$ cat config.mk
export PLATFORM = sky130hd
export DESIGN_NAME = inst_fetch
export DESIGN_NICKNAME = d
export VERILOG_FILES = /design/src/rtl/cpu_pkg.sv /design/src/rtl/inst_fetch.sv
export SDC_FILE = /design/constraint.sdc
export NUM_CORES = 1
export LEC_CHECK = 0
export ABC_CLOCK_PERIOD_IN_PS = 1500
export BUFFER_PORTS_ARGS = -buffer_cell sky130_fd_sc_hd__buf_2
export CAP_MARGIN = 10
export CORE_MARGIN = 1
export CORE_UTILIZATION = 30
export CTS_CLUSTER_SIZE = 14
export DETAILED_ROUTE_END_ITERATION = 10
export GPL_TIMING_DRIVEN = 0
export PLACE_DENSITY_LB_ADDON = 0.05
export SYNTH_ARGS = -nofsm -noshare
export SYNTH_HDL_FRONTEND = slang
export SYNTH_SLANG_ARGS = --single-unit
$ cat constraint.sdc
create_clock -name CLK -period 1.5 [get_ports CLK]
set_input_delay 0.075 -clock CLK [delete_from_list [all_inputs] [get_ports CLK]]
set_output_delay 0.075 -clock CLK [all_outputs]
set_load 0.01 [all_outputs]
$ cat src/rtl/cpu_pkg.sv
// Shared CPU-front-end types: fetch FSM states, instruction word, memory timing.
package cpu_pkg;

  typedef enum logic [1:0] {
    IDLE  = 2'd0,
    REQ   = 2'd1,
    WAIT  = 2'd2,
    ISSUE = 2'd3
  } fetch_state_t;

  typedef logic [31:0] inst_word_t;

  // Cycles from imem_en to imem_rdata being valid.
  localparam int IMEM_RD_LATENCY = 1;

endpackage

$ cat src/rtl/inst_fetch.sv
// Instruction-fetch stage: owns the pc, reads the instruction memory and
// hands one word at a time to decode, tagged with its pc, pc+1 and epoch.
//
//   state | meaning
//   ------+------------------------------------------------------------
//   IDLE  | no fetch in flight; waits for run
//   REQ   | imem read issued at fetch_pc; pc/epoch of the request latched
//   WAIT  | read data arrives; captured into the output word registers
//   ISSUE | word presented to decode (inst_enable); held while stall_in
//
// A redirect from execute wins over normal sequencing in every state: it
// reloads fetch_pc, flips the epoch and restarts at REQ (IDLE only leaves
// when run is set). Words already visible are never retracted; decode drops
// wrong-path words by comparing distinct with its own epoch.
module inst_fetch
  import cpu_pkg::*;
#(
  parameter int                        INST_MEM_WIDTH = 2,
  parameter logic [INST_MEM_WIDTH-1:0] RESET_PC       = '0
) (
  input  logic                      CLK,
  input  logic                      reset,
  input  logic                      run,
  input  logic                      stall_in,
  input  logic                      redirect_valid,
  input  logic [INST_MEM_WIDTH-1:0] redirect_pc,
  output logic                      imem_en,
  output logic [INST_MEM_WIDTH-1:0] imem_addr,
  input  inst_word_t                imem_rdata,
  output logic                      inst_enable,
  output inst_word_t                inst,
  output logic [INST_MEM_WIDTH-1:0] pc,
  output logic [INST_MEM_WIDTH-1:0] pc1,
  output logic                      distinct
);

  fetch_state_t              state;
  fetch_state_t              state_nxt;
  logic [INST_MEM_WIDTH-1:0] fetch_pc;
  logic                      epoch;
  logic [INST_MEM_WIDTH-1:0] req_pc;
  logic                      req_epoch;
  logic [INST_MEM_WIDTH-1:0] req_pc_inc;
  logic                      req_latch;
  logic                      capture;

  // Wraps naturally at 2^INST_MEM_WIDTH.
  assign req_pc_inc = req_pc + INST_MEM_WIDTH'(1);
  assign imem_addr  = fetch_pc;

  // State register.
  always_ff @(posedge CLK) begin
    if (reset) state <= IDLE;
    else       state <= state_nxt;
  end

  // Next-state and state-decoded strobes.
  always_comb begin
    state_nxt   = state;
    imem_en     = 1'b0;
    inst_enable = 1'b0;
    req_latch   = 1'b0;
    capture     = 1'b0;
    case (state)
      IDLE: begin
        if (run) state_nxt = REQ;
      end
      REQ: begin
        imem_en   = 1'b1;
        req_latch = 1'b1;
        state_nxt = redirect_valid ? REQ : WAIT;
      end
      WAIT: begin
        if (redirect_valid) begin
          state_nxt = REQ;
        end else begin
          capture   = 1'b1;
          state_nxt = ISSUE;
        end
      end
      ISSUE: begin
        inst_enable = 1'b1;
        if (redirect_valid)  state_nxt = REQ;
        else if (!stall_in)  state_nxt = run ? REQ : IDLE;
      end
      default: state_nxt = IDLE;
    endcase
  end

  // Fetch pointer, epoch, in-flight request tag and the word shown to decode.
  always_ff @(posedge CLK) begin
    if (reset) begin
      fetch_pc  <= RESET_PC;
      epoch     <= 1'b0;
      req_pc    <= '0;
      req_epoch <= 1'b0;
      inst      <= '0;
      pc        <= '0;
      pc1       <= '0;
      distinct  <= 1'b0;
    end else begin
      if (redirect_valid) begin
        fetch_pc <= redirect_pc;
        epoch    <= ~epoch;
      end else if (capture) begin
        fetch_pc <= req_pc_inc;
      end
      if (req_latch) begin
        req_pc    <= fetch_pc;
        req_epoch <= epoch;
      end
      if (capture) begin
        inst     <= imem_rdata;
        pc       <= req_pc;
        pc1      <= req_pc_inc;
        distinct <= req_epoch;
      end
    end
  end

endmodule

After elaboration in Yosys (flattened, before gate mapping)
Cells that the tools add are included.
- word-level logic and storage cells: 32
- register bits after elaboration: 45
- memories: 0
- bits in read-only memories: 0
- RAM bits: 0
- bits in latches: 0
- input bits: 39
- output and inout bits: 41
- $mul: 0
- reductions and logical operators: 3
- mux-type cells: 13
- shift-type cells: 0
- order comparisons: 0
- bitwise logic cells: 1
- equality and inequality tests: 5
- $add $sub $neg: 1
- divide/modulo/power cells: 0
- operators by type and width (operator ; count):
    $mux 2 ; 7
    $pmux 2 s4 ; 1
    $mux 1 ; 5
    $eq 2x2->1 const B ; 2
    $ne 3x3->1 const B ; 1
    $add 2x1->2 const B ; 1
    $eq 2x1->1 const B ; 1
    $logic_not 2->1 ; 1
    $ne 2x2->1 const B ; 1
    $reduce_and 2->1 ; 1
    $reduce_bool 2->1 ; 1
    $not 1->1 ; 1

Longest topological paths before layout
- word-level depth: 4
- mapped depth: 6
- mapped depth without buffers: 3

Worst setup path before layout
OpenSTA, ideal clock, no wires.
- path type: register to register
- from: register state[1]
- to: register inst[16]
- setup time: 0.134 ns
- path buffers: 2
- data arrival time: 1.118 ns
- path slack: 0.248 ns
- required time: 1.366 ns
- period minus slack after synthesis: 1.252 ns
- stages on the path, launching flop included: 6
- cell sequence: dfxtp_1 -> or3b_1 -> buf_6 -> buf_6 -> nand2_1 -> a21oi_1
- longest elaborated chain between the ends: 2
- ends and longest elaborated chain (what ; line ; source):
    from (decl) ; inst_fetch.sv:37 ; fetch_state_t state;
    from (signal assigned) ; inst_fetch.sv:54 ; else state <= state_nxt;
    $eq 2x2->1 ; inst_fetch.sv:64 ; case (state)
    $mux 1 ; inst_fetch.sv:64 ;
    to (signal assigned) ; inst_fetch.sv:113 ; inst <= imem_rdata;
    to (decl) ; inst_fetch.sv:31 ; output inst_word_t inst,
No other way between the ends.
A chain may end at the register's enable or synchronous reset.

Final worst setup path
- from: input redirect_valid
- to: register inst[28]
- longest elaborated chain between the ends: 2
- ends and longest elaborated chain (what ; line ; source):
    from (decl) ; inst_fetch.sv:25 ; input logic redirect_valid,
    $mux 1 ; inst_fetch.sv:74 ; if (redirect_valid) begin
    $mux 1 ; inst_fetch.sv:64 ;
No other way between the ends.

==> results.tsv <==
metric	value	unit
core	5240	um2
holdPathStages	3	
fin_worst_skew	0.00548	ns
cts_resized	0	
root_buffer	clkbuf_8	
tightest_slew	0.490	ns
critPathMaxFanout	10	
cts_max_level	2	
drc	0	
ys_async_sr_fraction	0	
status	finished, final reports clean	
synth-warning-count	0	
ios	80	
yosys-top-cells-area	dfxtp_1 (54%), nand2_1 (16%), a21oi_1 (11%)	
cts_tree	built	
grt_max_degree	15	
clock_power_share	0.338	
synth_top_area_share	0.537	
synth_top_cell_by_area	dfxtp_1	
tns	0	ns
cts_buffers	5	
synth_mux_area_frac	0.0179	
cpMostUsedCell	buf_6	
grt_pass1_wl	6.98	mm
fin_crit	1.41	ns
max-cap-violations	0	
synthXorXnorAreaFrac	0.0104	
crit_slowest_cell	dlygate4sd3_1	
clk_latency	0.30	ns
syn_area_per_cell	8.51	um2
reg2reg_slack	0.14	ns
yosysMostFrequentCell	nand2_1	
grt_antenna_before_repair	0	
cpPeakStageDelay	0.55	ns
ys_seq_elements	45	
power.leakage	1.03	nW
intPower	1.65	mW
routedWlPerCell	11.3	um
fmax	707	MHz
critPathRequiredTime	1.67	ns
port_buffers	77	
dieArea	5890	um2
dp_hpwl	2.88	mm
synth-simple-area-share	0.237	
utilization	0.452	
gp_congestion	0.657	
placed_cells_incl_taps	344	
area_delta_synth_final	41.1	%
ff2ff_path_depth	5	
antenna_cells	0	
num_vias	1583	
clk_pin_slew_worst_paths	0.08	ns
min_from	imem_rdata[31]	
row_count	26	
combPwrFrac	0.096	
timing.rr.start	state[1]	
dieHeight	76.8	um
crit_type	input pin to flip-flop	
synthesis.nets	236	
synth_cell_types	21	
synth_top_family_by_area	simple AND/OR/NAND/NOR gates	
syn_inst	197	
arrival	1.58	ns
seq_area_frac_synth	0.537	
drive_above_1_share	0.340	
power_switching_share	0.246	
layout.nets	332	
slew_violations	0	
netlist_area	1680	um2
hold_viol	0	
synth-main-ff-cell	dfxtp_1	
synth_fa_ha_area_frac	0	
min_period_over_period	0.943	
cp_cell_sequence	dlygate4sd3_1 > buf_6 > or3b_1 > buf_6 > buf_6 > nand2_1 > a21oi_1	
reg2reg_to	inst[28]	
viasPerCell	4.35	
power_density	927	nW/um2
ir_drop	0.000582	V
end_kind	flip-flop	
grt_pass1_vias	1495	
start_util	0.320	
hold_class	input pin to flip-flop	
postRouteWirelength	4.11	mm
synth_edf_count	0	
cts_sinks	45	
drt-initial-drc-count	28	
synth_compound_gate_area_share	0.130	
slew_headroom	0.673	
die_w	76.8	um
hold_path_end	inst[31]	
synth_common_cells	nand2_1 (73), dfxtp_1 (45), a21oi_1 (36)	
dr.pass1.iters	4	
gr-usage-all-layers	0.148	
startpoint_type	input pin	
setup_viol	0	
rsz0062_at_grt	false	
stdcell_count	364	
grt_overflow	0	
pwr-share-seq	0.566	
p_switching	539	uW
final_antenna_net_count	0	
clockBufferDepth	2	
[metal layers]
metal / share of wire / up-vias / GRT usage
met4: 0.016 / 0 / 0.0635
met1: 0.46 / 695 / 0.174
met5: 0 / - / 0
li1: - / 829 / -
met2: 0.46 / 51 / 0.249
met3: 0.064 / 8 / 0.0417
[cell usage in the layout (no fill, tap or decap)]
| cell type | synthesis | final |
|---|---|---|
| buf_2 | 1 | 78 |
| nand2_1 | 73 | 73 |
| dfxtp_1 | 45 | 45 |
| a21oi_1 | 36 | 36 |
| dlygate4sd3_1 | 0 | 11 |
| buf_6 | 8 | 8 |
| clkbuf_1 | 5 | 5 |
| clkbuf_8 | 0 | 5 |
| nor2_1 | 4 | 4 |
| nand2b_1 | 3 | 3 |
| mux2i_1 | 3 | 3 |
| nor3_1 | 3 | 3 |
| nor2b_1 | 2 | 2 |
| nand2_2 | 2 | 2 |
| a21oi_2 | 2 | 2 |
| nand3b_1 | 2 | 2 |
| a31oi_1 | 2 | 2 |
| clkinv_2 | 0 | 2 |
| and2_1 | 1 | 1 |
| nor3b_4 | 1 | 1 |
| or3b_1 | 1 | 1 |
| a211oi_1 | 1 | 1 |
| xor2_1 | 1 | 1 |
| xnor2_1 | 1 | 1 |
| clkinvlp_4 | 0 | 1 |
| buf_12 | 0 | 1 |
[worst max path at each step]
stage / startpoint / to / slack [ns]
after floorplan: state[1] / inst[16] / 0.25
after global placement: state[1] / pc[0] / 0.08
after detailed placement: state[1] / inst[14] / 0.07
after CTS: state[1] / inst[14] / 0.04
after global routing: redirect_valid / inst[3] / 0.02
final: redirect_valid / inst[28] / 0.09
[state kept, by name (all words and copies together), names as in the netlist]
name / count
inst: 32
imem_addr: 2
pc1: 2
pc: 2
req_pc: 2
state: 2
distinct: 1
epoch: 1
req_epoch: 1
[critical path: cells and delay by family]
| kind | cells | cell delay (ns) |
|---|---|---|
| AND/OR/NAND/NOR | 2 | 0.44 |
| buffers and inverters | 4 | 1.00 |
| AO/OA/AOI/OAI | 1 | 0.06 |
[power groups by stage]
stage          Clock (mW)  Combinational [mW]  Sequential, mW
2_1_floorplan           0              0.0936            1.27
3_3_place_gp            0               0.189            1.27
3_5_place_dp            0               0.189            1.27
4_1_cts             0.771               0.212            1.24
5_1_grt             0.834               0.235            1.25
6_report            0.741               0.211            1.24
[cell families after synthesis]
kind of cell,Yosys count
xor+xnor,2
flops,45
buf+inv,14
compound gates,41
mux,3
simple gates,92
[final cells by class]
cell class | instances | area, um2
buffer | 14 | 114
clock buffer | 5 | 68.8
clock inverter | 3 | 17.5
fill | 553 | 2870
multi-input combinational | 138 | 662
sequential | 45 | 901
tap | 70 | 87.6
timing repair buffer | 89 | 515
[repair_timing]
action	CTS	global route
buffers inserted	0	1
setup endpoints to repair	0	32
endpoints found under the hold margin	11	0
hold buffers	11	0
[stage by stage]
| stage | setup WS (ns) | area (um2) | hold WS, ns | total power [mW] |
|---|---|---|---|---|
| finish | 0.0857 | 2370 | 0.00780 | 2.19 |
| floorplan | 0.248 | 1680 | 0.211 | 1.37 |
| detailed placement | 0.0678 | 2150 | 0.319 | 1.46 |
| global route | 0.0215 | 2370 | 0.00127 | 2.32 |
| global placement | 0.0798 | 2150 | 0.317 | 1.46 |
| CTS | 0.0382 | 2350 | 0.000636 | 2.23 |
Note: power is estimated with default switching activity, not from simulation.
